<file path="src/rtl/addsub_pkg.sv">
// Shared types for the add/sub command issuer: buffered command record and issuer FSM states.
package addsub_pkg;

    localparam int ADDSUB_DATA_WIDTH = 4;
    localparam int ADDSUB_CNT_WIDTH  = 16;

    typedef enum logic [1:0] {
        IDLE  = 2'd0,
        ISSUE = 2'd1,
        HOLD  = 2'd2
    } issuer_state_t;

    typedef struct packed {
        logic                         op;
        logic [ADDSUB_DATA_WIDTH-1:0] data1;
        logic [ADDSUB_DATA_WIDTH-1:0] data2;
    } addsub_cmd_t;

endpackage

</file>
<file path="src/rtl/addsub_cmd_issuer_if.sv">
// Command/issue bus of the add/sub issuer; issue_cnt exists only when ADDSUB_ISSUE_CNT_EN is defined.
interface addsub_cmd_issuer_if #(
    parameter int DATA_WIDTH = 4,
    parameter int FIFO_DEPTH = 4
);
    localparam int CNT_W = $clog2(FIFO_DEPTH) + 1;

    logic                  cmd_valid;
    logic                  cmd_ready;
    logic                  cmd_op;
    logic [DATA_WIDTH-1:0] cmd_data1;
    logic [DATA_WIDTH-1:0] cmd_data2;
    logic                  hold_in;
    logic                  flush_in;
    logic                  issue_en;
    logic                  issue_control;
    logic [DATA_WIDTH-1:0] issue_data1;
    logic [DATA_WIDTH-1:0] issue_data2;
    logic [CNT_W-1:0]      fifo_count;

`ifdef ADDSUB_ISSUE_CNT_EN
    logic [15:0]           issue_cnt;

    modport master (
        output cmd_valid, cmd_op, cmd_data1, cmd_data2, hold_in, flush_in,
        input  cmd_ready, issue_en, issue_control, issue_data1, issue_data2, fifo_count, issue_cnt
    );
    modport slave (
        input  cmd_valid, cmd_op, cmd_data1, cmd_data2, hold_in, flush_in,
        output cmd_ready, issue_en, issue_control, issue_data1, issue_data2, fifo_count, issue_cnt
    );
`else
    modport master (
        output cmd_valid, cmd_op, cmd_data1, cmd_data2, hold_in, flush_in,
        input  cmd_ready, issue_en, issue_control, issue_data1, issue_data2, fifo_count
    );
    modport slave (
        input  cmd_valid, cmd_op, cmd_data1, cmd_data2, hold_in, flush_in,
        output cmd_ready, issue_en, issue_control, issue_data1, issue_data2, fifo_count
    );
`endif

endinterface

</file>
<file path="src/rtl/addsub_cmd_fifo.sv">
// Circular command buffer: storage array, wrapping read/write pointers and occupancy count.
module addsub_cmd_fifo #(
    parameter int WIDTH = 9,
    parameter int DEPTH = 4
) (
    input  logic                     clk,
    input  logic                     rst,
    input  logic                     flush,
    input  logic                     push,
    input  logic [WIDTH-1:0]         push_data,
    input  logic                     pop,
    output logic [WIDTH-1:0]         head_data,
    output logic [$clog2(DEPTH):0]   count,
    output logic                     full,
    output logic                     empty
);
    localparam int PTR_W = $clog2(DEPTH);
    localparam int CNT_W = PTR_W + 1;

    logic [WIDTH-1:0] mem [DEPTH];
    logic [PTR_W-1:0] wr_ptr_reg;
    logic [PTR_W-1:0] rd_ptr_reg;
    logic [CNT_W-1:0] count_reg;

    always_ff @(posedge clk) begin
        if (push) begin
            mem[wr_ptr_reg] <= push_data;
        end
    end

    // DEPTH is a power of two, so pointers wrap to 0 by natural overflow.
    always_ff @(posedge clk or posedge rst) begin
        if (rst) begin
            wr_ptr_reg <= '0;
            rd_ptr_reg <= '0;
            count_reg  <= '0;
        end else if (flush) begin
            wr_ptr_reg <= '0;
            rd_ptr_reg <= '0;
            count_reg  <= '0;
        end else begin
            if (push) begin
                wr_ptr_reg <= wr_ptr_reg + PTR_W'(1);
            end
            if (pop) begin
                rd_ptr_reg <= rd_ptr_reg + PTR_W'(1);
            end
            case ({push, pop})
                2'b10:   count_reg <= count_reg + CNT_W'(1);
                2'b01:   count_reg <= count_reg - CNT_W'(1);
                default: count_reg <= count_reg;
            endcase
        end
    end

    assign head_data = mem[rd_ptr_reg];
    assign count     = count_reg;
    assign full      = (count_reg == CNT_W'(DEPTH));
    assign empty     = (count_reg == '0);

endmodule

</file>
<file path="src/rtl/addsub_cmd_issuer.sv">
// Buffers add/sub commands and issues one per cycle to the add/sub stage with registered outputs.
// Define ADDSUB_ISSUE_CNT_EN to add the 16-bit issue_cnt output.
module addsub_cmd_issuer
    import addsub_pkg::*;
#(
    parameter int DATA_WIDTH = ADDSUB_DATA_WIDTH,
    parameter int FIFO_DEPTH = 4
) (
    input  logic               clk,
    input  logic               rst,
    addsub_cmd_issuer_if.slave bus
);
    localparam int CNT_W = $clog2(FIFO_DEPTH) + 1;
    localparam int CMD_W = 1 + 2 * DATA_WIDTH;

    logic                  fifo_full;
    logic                  fifo_empty;
    logic [CNT_W-1:0]      fifo_count;
    logic [CMD_W-1:0]      head_data;
    logic                  cmd_ready;
    logic                  push;
    logic                  pop;
    logic [CNT_W-1:0]      count_after;

    issuer_state_t         state_reg;
    logic                  issue_en_reg;
    logic                  issue_control_reg;
    logic [DATA_WIDTH-1:0] issue_data1_reg;
    logic [DATA_WIDTH-1:0] issue_data2_reg;

    assign cmd_ready = !fifo_full && !bus.flush_in && !rst;
    assign push      = bus.cmd_valid && cmd_ready;
    // IDLE implies an empty buffer, so a command pushed at an edge pops on the very next edge.
    assign pop       = (state_reg != IDLE) && !fifo_empty && !bus.hold_in && !bus.flush_in;

    addsub_cmd_fifo #(
        .WIDTH (CMD_W),
        .DEPTH (FIFO_DEPTH)
    ) u_fifo (
        .clk       (clk),
        .rst       (rst),
        .flush     (bus.flush_in),
        .push      (push),
        .push_data ({bus.cmd_op, bus.cmd_data1, bus.cmd_data2}),
        .pop       (pop),
        .head_data (head_data),
        .count     (fifo_count),
        .full      (fifo_full),
        .empty     (fifo_empty)
    );

    always_comb begin
        count_after = fifo_count;
        if (push && !pop) begin
            count_after = fifo_count + CNT_W'(1);
        end else if (pop && !push) begin
            count_after = fifo_count - CNT_W'(1);
        end
    end

    always_ff @(posedge clk or posedge rst) begin
        if (rst) begin
            state_reg <= IDLE;
        end else if (bus.flush_in) begin
            state_reg <= IDLE;
        end else if (bus.hold_in) begin
            state_reg <= HOLD;
        end else if (count_after != '0) begin
            state_reg <= ISSUE;
        end else begin
            state_reg <= IDLE;
        end
    end

    always_ff @(posedge clk or posedge rst) begin
        if (rst) begin
            issue_en_reg      <= 1'b0;
            issue_control_reg <= 1'b0;
            issue_data1_reg   <= '0;
            issue_data2_reg   <= '0;
        end else begin
            issue_en_reg <= pop;
            if (pop) begin
                {issue_control_reg, issue_data1_reg, issue_data2_reg} <= head_data;
            end
        end
    end

`ifdef ADDSUB_ISSUE_CNT_EN
    logic [ADDSUB_CNT_WIDTH-1:0] issue_cnt_reg;

    always_ff @(posedge clk or posedge rst) begin
        if (rst) begin
            issue_cnt_reg <= '0;
        end else if (bus.flush_in) begin
            issue_cnt_reg <= '0;
        end else if (issue_en_reg) begin
            issue_cnt_reg <= issue_cnt_reg + ADDSUB_CNT_WIDTH'(1);
        end
    end

    assign bus.issue_cnt = issue_cnt_reg;
`endif

    assign bus.cmd_ready     = cmd_ready;
    assign bus.issue_en      = issue_en_reg;
    assign bus.issue_control = issue_control_reg;
    assign bus.issue_data1   = issue_data1_reg;
    assign bus.issue_data2   = issue_data2_reg;
    assign bus.fifo_count    = fifo_count;

endmodule

</file>
<file path="src/flat_wrapper.sv">
// flat-port wrapper written by rule: the top's interface ports become plain ports
module addsub_cmd_issuer_flat import addsub_pkg::*;
#(
    parameter int DATA_WIDTH = ADDSUB_DATA_WIDTH,
    parameter int FIFO_DEPTH = 4
)
  (clk, rst, bus_cmd_valid, bus_cmd_op, bus_cmd_data1, bus_cmd_data2, bus_hold_in, bus_flush_in, bus_cmd_ready, bus_issue_en, bus_issue_control, bus_issue_data1, bus_issue_data2, bus_fifo_count);
  addsub_cmd_issuer_if #(.DATA_WIDTH(DATA_WIDTH), .FIFO_DEPTH(FIFO_DEPTH)) bus_i ();
  input  logic clk;
  input  logic rst;
  input wire logic [$bits(bus_i.cmd_valid)-1:0] bus_cmd_valid;
  input wire logic [$bits(bus_i.cmd_op)-1:0] bus_cmd_op;
  input wire logic [$bits(bus_i.cmd_data1)-1:0] bus_cmd_data1;
  input wire logic [$bits(bus_i.cmd_data2)-1:0] bus_cmd_data2;
  input wire logic [$bits(bus_i.hold_in)-1:0] bus_hold_in;
  input wire logic [$bits(bus_i.flush_in)-1:0] bus_flush_in;
  output wire logic [$bits(bus_i.cmd_ready)-1:0] bus_cmd_ready;
  output wire logic [$bits(bus_i.issue_en)-1:0] bus_issue_en;
  output wire logic [$bits(bus_i.issue_control)-1:0] bus_issue_control;
  output wire logic [$bits(bus_i.issue_data1)-1:0] bus_issue_data1;
  output wire logic [$bits(bus_i.issue_data2)-1:0] bus_issue_data2;
  output wire logic [$bits(bus_i.fifo_count)-1:0] bus_fifo_count;
  assign bus_i.cmd_valid = bus_cmd_valid;
  assign bus_i.cmd_op = bus_cmd_op;
  assign bus_i.cmd_data1 = bus_cmd_data1;
  assign bus_i.cmd_data2 = bus_cmd_data2;
  assign bus_i.hold_in = bus_hold_in;
  assign bus_i.flush_in = bus_flush_in;
  assign bus_cmd_ready = bus_i.cmd_ready;
  assign bus_issue_en = bus_i.issue_en;
  assign bus_issue_control = bus_i.issue_control;
  assign bus_issue_data1 = bus_i.issue_data1;
  assign bus_issue_data2 = bus_i.issue_data2;
  assign bus_fifo_count = bus_i.fifo_count;
  addsub_cmd_issuer #(.DATA_WIDTH(DATA_WIDTH), .FIFO_DEPTH(FIFO_DEPTH)) u_core (.clk(clk), .rst(rst), .bus(bus_i));
endmodule
</file>
<file path="config.mk">
export PLATFORM = sky130hd
export DESIGN_NAME = addsub_cmd_issuer_flat
export DESIGN_NICKNAME = d
export VERILOG_FILES = /design/src/rtl/addsub_pkg.sv /design/src/rtl/addsub_cmd_issuer_if.sv /design/src/rtl/addsub_cmd_fifo.sv /design/src/rtl/addsub_cmd_issuer.sv /design/src/flat_wrapper.sv
export SDC_FILE = /design/constraint.sdc
export NUM_CORES = 1
export LEC_CHECK = 0
export CAP_MARGIN = 30
export CORE_MARGIN = 4
export CORE_UTILIZATION = 66
export CTS_CLUSTER_SIZE = 20
export DETAILED_ROUTE_END_ITERATION = 6
export DONT_BUFFER_PORTS = 1
export GPL_ROUTABILITY_DRIVEN = 0
export PLACE_DENSITY = 0.87
export SETUP_SLACK_MARGIN = 0.2
export SYNTH_ARGS = -nofsm -noshare
export SYNTH_HDL_FRONTEND = slang
export SYNTH_SLANG_ARGS = --single-unit
</file>
<file path="constraint.sdc">
create_clock -name clk -period 3.8 [get_ports clk]
set_input_delay 0.38 -clock clk [delete_from_list [all_inputs] [get_ports clk]]
set_output_delay 0.38 -clock clk [all_outputs]
set_load 0.02 [all_outputs]
</file>
==> results.md <==
- The flow ran to the end, and the final reports show no timing, DRC or antenna violations.
- Of all nets on the critical path, the largest fanout is 9.
- The multi-input logic area is 713 um2.
- The tree is rooted in a sky130_fd_sc_hd__clkbuf_4.
- Clock tree synthesis found a total of 55 sinks.
- The CTS tree is done.
- In this run the count of I/O pins placed on the die edge is 28.
- The power density over cell area is 469 nW/um2.
- The fmax is 417 MHz.
- The required arrival time at the worst endpoint is 3.81 ns.
- The hold violation total from the final report is 0.
- The signal on the critical path passes through inv_1, ha_1, a211oi_4, and3_1.
- The worst path meets setup with 1.40 ns of slack.
- The number of rows in the core area is 21.
- The die extent in y is 67.4 um.
- The horizontal die dimension is 67.4 um.
- The dominant register cell in the synthesized netlist is sky130_fd_sc_hd__edfxtp_1.
- The number of hold buffers added after cts is 0.
- The total half-perimeter wirelength after legalization and detailed placement is 2.79 mm.
- Excluding fillers, the count of instances in the completed layout stands at 186.
- After clock tree synthesis, the clock-pin slew on the worst setup and hold paths is 0.14 ns.
- The number of slew-limit violations in the final report was 0.
- The kind of critical path is register to register.
- The post-layout minimum cycle time is 2.40 ns.
- The number of DRC markers in iteration 0 is 80.
- The area growth from synthesis to final layout is 4.63%.
- The clock latency on the worst-skew pair is 0.35 ns.
- Of all flip-flops after synthesis, the portion carrying an async set or reset was 0.345.
- The worst setup path is launched from a register.
- In the global route stage, overall resource usage came out at 0.203.
- For the pin with the worst max-slew slack, the measured transition is 0.759 ns.
- The maximum single-stage delay on the critical path is 0.58 ns.
- The global-route wire length before repair is 6.40 mm.
- The flip-flop count of the largest register after layout is 36.
- sky130_fd_sc_hd__edfxtp_1 is the most common cell in the netlist.
- The synthesized netlist net count is 157.
- The count of buffers added on input and output ports is 0.
- Entering global routing, the biggest net connects 20 pins.
- The category of the worst setup path capture point is a register.
- Setup violations remaining at the end of the flow were counted as 0.
- The min-delay analysis places its worst path in the category input pin to asynchronous set/reset pin.
- In this run the static leakage power is 0.874 nW.
- In the post-synthesis netlist, the biggest area contributors are sky130_fd_sc_hd__edfxtp_1, sky130_fd_sc_hd__dfrtp_1, sky130_fd_sc_hd__mux4_2.
- Ranked by instance count, the synthesized netlist is headed by sky130_fd_sc_hd__edfxtp_1, sky130_fd_sc_hd__dfrtp_1, sky130_fd_sc_hd__mux2_2, sky130_fd_sc_hd__mux4_2.
- In the routed layout, each cell is associated on average with a via count of 6.09.
- The maximum root-to-sink buffer count is 2.
- The count of unresolved DRC violations after routing is 0.
- The post-detailed-routing wire length is 3.80 mm.
- The H-tree was split into 2 levels.
- The cell count after synthesis came out at 136.
- Post-CTS repair changed the size of 0 cells.
- Together, buffers and inverters on the worst path number 1.
- Of the post-synthesis cell area, the dominant cell type holds 0.465.
- The post-synthesis sequential area ratio is 0.670.
- The number of global-route vias before repair is 1214.
- Counting the buffers created by CTS gives 5.
- The remaining global-route overflow is 0.
- The library cell contributing the largest single delay on the critical path is sky130_fd_sc_hd__a211oi_4.
- The number of synthesis warnings is 0.
- For the final database, setup skew stands at 0.0103 ns.
- The number of inserted filler cells in the final layout is 229.
- The number of nets with antenna violations after detailed routing is 0.
- The post-synthesis cell type with the largest combined area is sky130_fd_sc_hd__edfxtp_1.
- The final layout contains 160 nets.
- The repair_antennas step left the layout with diodes totalling 0.
- The design draws 1.14 mW.
- Measured against its own limit, the worst slew margin works out to 0.493.
- The first detailed-routing pass ran for 4 iterations.
- Dividing the detail-routed wire length by the instance count gives 20.4 um.
- The worst vdd rail ir drop is 0.277 mV.
- The floorplan step defined a die boundary enclosing 4540 um2.
- The number of buffers added for setup after CTS is 0.
- The total vias in the final route is 1132.
- The number of different library cells used by synthesis comes to 31.
- The number of max-capacitance violations reported is 0.
- The critical path's top delay family is compound AO/OA/AOI/OAI gates.
- Across the whole layout, storage elements account for 1560 um2.
- A synthesized cell averages 17.1 um2.
- After synthesis the netlist holds a flip-flop and latch count of 55.
- Setup repair after global routing left no endpoint under its margin.
- Data arrives at the worst endpoint at 2.41 ns.
- Timing analysis after detailed placement gives a worst setup slack of 1.41 ns.
- In this run, synthesis inferred 36 flip-flops with an integrated enable.
- Of the cells placed in the final design, the portion with a size suffix greater than 1 is 0.221.
- The effective utilization at floorplan is 0.691.
- In the finished design, the share of the clock period the worst path needs comes to 0.630.
- In this run, placement finished with an instance count of 178.
- The sum of negative setup slack is 0 ns.
- The core region is 3360 um2.
- The cell area after synthesis is 2320 um2.
- The number of antenna violations at the first check in global routing is 0.
layer usage:
| metal | track usage | wire [um] | vias to the layer above |
|---|---|---|---|
| met2 | 0.323 | 1960 | 30 |
| met1 | 0.268 | 1590 | 589 |
| met4 | 0.0608 | 19 | 0 |
| li1 | - | - | 511 |
| met3 | 0.0699 | 225 | 2 |
| met5 | 0 | 0 | - |
kinds of logic (layout without fill, tap and decap cells):
logic type,Yosys count,count (layout),synth area share
flops,55,55,0.670
simple gates,27,27,0.0587
mux,18,18,0.131
compound gates,11,11,0.0533
buf+inv,11,15,0.0237
fa+ha+maj,7,7,0.0377
xor+xnor,7,7,0.0264
where the power goes:
group	total, mW	switching, mW	internal, mW
combinational	0.0872	0.0411	0.0461
clock	0.300	0.161	0.140
sequential	0.754	0.0741	0.680
per-stage QoR:
| stage | instance area [um2] | utilization | hold WS, ns |
|---|---|---|---|
| 2_1_floorplan | 2320 | - | 0.331 |
| 3_3_place_gp | 2360 | 0.701 | 0.436 |
| 3_5_place_dp | 2360 | 0.701 | 0.446 |
| 4_1_cts | 2430 | 0.723 | 0.0425 |
| 5_1_grt | 2430 | 0.723 | 0.0316 |
| 6_report | 2430 | 0.723 | 0.0244 |
worst paths after layout:
path                       cells after the start                                 endpoint  slack [ns]                                    start
max in group asynchronous                      1  u_core.u_fifo.wr_ptr_reg[0]$_DFFE_PP0P_        3.30                                      rst
min in group clk                               1       u_core.u_fifo.count[2]$_DFFE_PP0P_        0.07                             bus_flush_in
min                                            1            u_core.state_reg[1]$_DFF_PP0_        0.02                                      rst
max reg2reg                                    4        u_core.u_fifo.mem[1][1]$_DFFE_PP_        1.40       u_core.u_fifo.count[1]$_DFFE_PP0P_
min reg2reg                                    2  u_core.u_fifo.wr_ptr_reg[1]$_DFFE_PP0P_        0.60  u_core.u_fifo.wr_ptr_reg[1]$_DFFE_PP0P_
max                                            4        u_core.u_fifo.mem[1][1]$_DFFE_PP_        1.40       u_core.u_fifo.count[1]$_DFFE_PP0P_
placed cells by master, fill, tap and decap left out:
cell type                   count
sky130_fd_sc_hd__edfxtp_1      36
sky130_fd_sc_hd__dfrtp_1       19
sky130_fd_sc_hd__mux4_2         9
sky130_fd_sc_hd__mux2_2         9
sky130_fd_sc_hd__nor2_1         7
sky130_fd_sc_hd__ha_1           7
sky130_fd_sc_hd__inv_1          6
sky130_fd_sc_hd__nand2_1        6
sky130_fd_sc_hd__clkbuf_4       5
sky130_fd_sc_hd__nor3_1         4
sky130_fd_sc_hd__xnor2_1        4
sky130_fd_sc_hd__and3_1         4
sky130_fd_sc_hd__xor2_1         3
sky130_fd_sc_hd__or3_1          2
sky130_fd_sc_hd__a31oi_1        2
sky130_fd_sc_hd__clkbuf_1       2
sky130_fd_sc_hd__or2_4          1
sky130_fd_sc_hd__nor2b_1        1
sky130_fd_sc_hd__a211oi_4       1
sky130_fd_sc_hd__and2_1         1
sky130_fd_sc_hd__a2111oi_4      1
sky130_fd_sc_hd__a311o_1        1
sky130_fd_sc_hd__o21ai_0        1
sky130_fd_sc_hd__o311ai_2       1
sky130_fd_sc_hd__and2b_2        1
sky130_fd_sc_hd__a21boi_2       1
sky130_fd_sc_hd__o211ai_1       1
sky130_fd_sc_hd__a21oi_1        1
sky130_fd_sc_hd__a2bb2oi_1      1
sky130_fd_sc_hd__bufinv_16      1
sky130_fd_sc_hd__buf_4          1
final cells by class:
cell class	instances	area share
multi-input combinational	70	0.293
timing repair buffer	1	0.00309
clock buffer	7	0.0185
tap	46	0.0237
clock inverter	1	0.0123
sequential	55	0.640
inverter	6	0.00926
Note: power is estimated with default switching activity, not from simulation.
==> patch 1: new RTL, config.mk and constraints unchanged <==
Change the package constant `ADDSUB_DATA_WIDTH` from 4 to 5.
--- a/src/rtl/addsub_pkg.sv
+++ b/src/rtl/addsub_pkg.sv
@@ -1,7 +1,7 @@
 // Shared types for the add/sub command issuer: buffered command record and issuer FSM states.
 package addsub_pkg;
 
-    localparam int ADDSUB_DATA_WIDTH = 4;
+    localparam int ADDSUB_DATA_WIDTH = 5;
     localparam int ADDSUB_CNT_WIDTH  = 16;
 
     typedef enum logic [1:0] {
Ports: changed (resized bus_cmd_data1, bus_cmd_data2, bus_issue_data1 and bus_issue_data2); port bits go from 28 to 32. No check against the original RTL was run, so the function may have changed too.
==> patch 1 against the original RTL <==
Critical path depth increased by 2; clock skew shrank 0.00060 ns; area after synthesis increased by 18%; wire length up 25%; setup slack improved by 0.043 ns; sequential cell count rose by 10; count of clock-buffer cells in the layout rose by 6; cell area rose by 23%; first-iteration DRC count is 24% higher; largest cell class unchanged.
Power is not compared: it rests on default switching activity, and its combinational part moved more than twofold at a synthesized area within 25%.
==> patch 1: results (changes against the original RTL) <==
* Seq area share at 0.6181 (-0.02183)
* Syn Nets at 184 (+17%)
* Worst relative slew slack at 0.4361 (-0.05723)
* DR WL/cell at 21.54 um (+5.5%)
* CP delay by family, top: simple AND/OR/NAND/NOR gates
* CTS buffer count at 9 (+4)
* Pin count of the biggest net entering global routing at 22 (+10%)
* HP Class: in2reg
* Fillers at 224 (-2.2%)
* Reg-to-Reg End: u_core.u_fifo.count[2]$_DFFE_PP0P_
* Vias in the first global route at 1512 (+25%)
* Yosys reg bits at 65 (+18%)
* HPWL after DPL at 3140 um (+13%)
* Run status: finished clean
* Period minus WS final at 2.353 ns (-0.04270 ns)
* Multi-input comb cells at 84 (+20%)
* Crit Reg-Reg Startpoint: u_core.u_fifo.count[0]$_DFFE_PP0P_
* Clock latency on the worst-skew pair at 0.33 ns (-0.02 ns)
* Slowest-stage cell, CP: nor3_4
* Crit-path max FO at 16 (+7)
* Max reg flops at 44 (+22%)
* Routed via count at 1385 (+22%)
* Floorplan Core Area at 4000 um^2 (+19%)
* Distinct cells, synth at 40 (+29%)
* Final net count at 189 (+18%)
* Clock-pin slew of the registers on the worst-case setup and hold paths at 0.07 ns (-0.07 ns)
* Ys async rst share at 0.3231 (-0.02238)
* R2R Setup Slk at 1.45 ns (+0.04 ns)
* Slowest cell delay on critical path at 0.60 ns (+0.02 ns)
## patch 1: cell types whose count changed after synthesis, sizes merged, moves of 2 or more
| cell | change |
|---|---|
| nor2 | +3 |
| nand3 | +3 |
| mux2 | +2 |
| mux4 | +2 |
| xor2 | -2 |
| a21oi | +2 |
| nor3 | -2 |
| edfxtp | +8 |
| dfrtp | +2 |
## patch 1: cells by family after synthesis
group	after synthesis	synth area share
and+or+nand+nor	36	0.08251
buffers and inverters	12	0.02416
adders and majority gates	7	0.03190
xor gates and xnor gates	5	0.01595
DFF	65	0.6727
muxes	23	0.1390
AOI/OAI and AO/OA	13	0.03373
## patch 1: worst min path at each step
| stage | slack (ns) | endpoint | startpoint |
|---|---|---|---|
| 2_1_floorplan | 0.36 | u_core.bus.issue_control$_DFFE_PP0P_ | rst |
| 5_1_grt | 0.08 | u_core.u_fifo.wr_ptr_reg[1]$_DFFE_PP0P_ | bus_flush_in |
| 3_5_place_dp | 0.45 | u_core.u_fifo.wr_ptr_reg[1]$_DFFE_PP0P_ | bus_flush_in |
| 3_3_place_gp | 0.45 | u_core.state_reg[1]$_DFF_PP0_ | rst |
| 6_report | 0.10 | u_core.u_fifo.wr_ptr_reg[1]$_DFFE_PP0P_ | bus_flush_in |
| 4_1_cts | 0.08 | u_core.u_fifo.wr_ptr_reg[1]$_DFFE_PP0P_ | bus_flush_in |
## patch 1: metal layers
metal | wire length (um) | global-route usage | vias up
met1 | 1756 | 0.2366 | 707
met3 | 363 | 0.09418 | 13
li1 | - | - | 615
met4 | 136 | 0.1086 | 0
met5 | 0 | 0 | -
met2 | 2506 | 0.3438 | 50
## patch 1: report_power, final
group	internal, uW	switching [uW]	total, uW
clock	405	241	646
combinational	127	126	253
sequential	833	154	987
==> patch 2: new RTL, same settings <==
Made on the original files. Re-encode `issuer_state_t` (3 states) as one-hot, 3 bits wide.
--- a/src/rtl/addsub_pkg.sv
+++ b/src/rtl/addsub_pkg.sv
@@ -4,10 +4,10 @@
     localparam int ADDSUB_DATA_WIDTH = 4;
     localparam int ADDSUB_CNT_WIDTH  = 16;
 
-    typedef enum logic [1:0] {
-        IDLE  = 2'd0,
-        ISSUE = 2'd1,
-        HOLD  = 2'd2
+    typedef enum logic [2:0] {
+        IDLE  = 3'b001,
+        ISSUE = 3'b010,
+        HOLD  = 3'b100
     } issuer_state_t;
 
     typedef struct packed {
Behaviour: no difference found for any inputs over 10 cycles, from zero or initial values and one cycle with rst high; not proved beyond that.
==> patch 2 against the original RTL <==
Cell area rose by 1.2%; area after synthesis increased by 0.91%; worst hold slack lost 0.015 ns; wire length up 2.7%; clock skew rose by 0.0015 ns; sequential cell count grew 1; die area grew 0.80%; setup slack got worse by 0.11 ns; critical path type unchanged; critical endpoint is now u_core.state_reg[0]$_DFF_PP1_.
Power is not compared: it rests on default switching activity, and its combinational part moved more than twofold at a synthesized area within 25%.
==> patch 2: results (changes against the original RTL) <==
* Post-cts gate resize count at 0 (unchanged)
* Highest metal used: met4
* Synth Area in Compound Gates at 0.05600 (+0.002717)
* Seq/Total Area, Yosys at 0.6747 (+0.005130)
* CP Capture Point: u_core.state_reg[0]$_DFF_PP1_
* Syn Nets at 153 (-2.5%)
* WL met3 at 244 um (+8.4%)
* Vias in the first global route at 1247 (+2.7%)
* Routed via count at 1148 (+1.4%)
* Clock latency on the worst-skew pair at 0.37 ns (+0.02 ns)
* Pin count of the biggest net entering global routing at 21 (+5.0%)
* Setup crit start: u_core.u_fifo.count[0]$_DFFE_PP0P_
* Commonest cells in the netlist: edfxtp_1 (36), dfrtp_1 (19), mux2_2 (9), mux4_2 (9), ha_1 (7)
* M1 wire length at 1485 um (-6.7%)
* Distinct cells, synth at 33 (+6.5%)
* Crit-path max FO at 10 (+1)
* Initial DRC count at 72 (-10%)
* Run status: finished clean
* Post-synthesis xor/xnor area fraction at 0.01493 (-0.01144)
* HPWL after DPL at 2645 um (-5.1%)
* First-pass GRT wire length at 6354 um (-0.66%)
* Ys async rst share at 0.3571 (+0.01169)
* Worst relative slew slack at 0.4967 (+0.003349)
* Mux cell area share after synthesis at 0.1296 (-0.001186)
* R2R Setup Slk at 1.30 ns (-0.11 ns)
* GRT Overall Usage at 0.2032 (about the same)
* Fillers at 187 (-18%)
* HP Class: in2async
* Metal2 WL at 2031 um (+3.6%)
* Total cell area at the placement stage at 2386 um^2 (+1.2%)
* FF-to-FF path depth at 7 (+3)
* Area contributors post-synth: edfxtp_1 (46%), dfrtp_1 (20%), mux4_2 (8.6%), mux2_2 (4.3%), ha_1 (3.7%)
* Clock Skew at 0.01175 ns (+0.001474 ns)
* Synth Area in Adders at 0.03733 (-0.0003416)
* Ratio of cells with drive above 1 in the final layout at 0.2868 (+0.06534)
* Critical Path AT at 2.81 ns (+0.40 ns)
* DR WL/cell at 21.42 um (+4.9%)
[patch 2: cell count changes after synthesis, moves of 2 or more]
cell / before / now
nand3_1: 0 / 2
a21oi_1: 1 / 3
and3_2: 0 / 4
or3_1: 2 / 0
nand4_1: 0 / 2
a31oi_1: 2 / 0
and3_1: 4 / 0
xnor2_1: 4 / 2
nor3_1: 4 / 0
nor2_1: 7 / 5
[patch 2: report_power, final]
| part | switching (uW) | total [uW] | internal (uW) |
|---|---|---|---|
| combinational | 122 | 259 | 137 |
| sequential | 147 | 872 | 725 |
| clock | 169 | 309 | 140 |
[patch 2: logic make-up after synthesis]
| kind of cell | count (synthesis) |
|---|---|
| mux | 18 |
| simple gates | 25 |
| buf+inv | 10 |
| fa+ha+maj | 7 |
| compound gates | 12 |
| flops | 56 |
| xor+xnor | 4 |
[patch 2: per-stage QoR]
step	util	instances	hold slack, ns	setup WS [ns]	total power, uW
3_3_place_gp	0.7040	174	0.4374	1.486	1123
5_1_grt	0.7261	182	0.01676	1.153	1509
2_1_floorplan	-	132	0.3431	1.627	1088
6_report	0.7261	182	0.009443	1.299	1440
3_5_place_dp	0.7040	174	0.4440	1.346	1150
4_1_cts	0.7261	182	0.03316	1.313	1450
[patch 2: worst min path at each step]
stage                                            endpoint  cells past startpoint  slack (ns)
floorplan            u_core.bus.issue_control$_DFFE_PP0P_                      1        0.34
global placement       u_core.u_fifo.count[1]$_DFFE_PP0P_                      1        0.44
detailed placement          u_core.state_reg[1]$_DFF_PP0_                      1        0.44
CTS                         u_core.state_reg[1]$_DFF_PP0_                      1        0.03
global route                u_core.state_reg[1]$_DFF_PP0_                      1        0.02
finish              u_core.bus.issue_data1[0]$_DFFE_PP0P_                      1       0.009
[patch 2: final cells by class]
class | instances | share of cell area
multi-input combinational | 66 | 0.2938
tap | 46 | 0.02339
clock buffer | 7 | 0.01830
sequential | 56 | 0.6431
clock inverter | 1 | 0.01220
inverter | 6 | 0.009151
[patch 2: worst max-delay path, stage by stage, from the launching register on]
cell	delay, ns
dfrtp_1	0.56
inv_1	0.18
ha_1	0.28
a211oi_4	0.54
nand2_1	0.21
a2bb2oi_2	0.18
xor2_1	0.29
a31o_1	0.20
[patch 2: layer usage]
metal	vias to the layer above	GRT usage
li1	509	-
met1	577	0.2411
met2	48	0.3402
met3	14	0.04659
met4	0	0.1139
met5	-	0
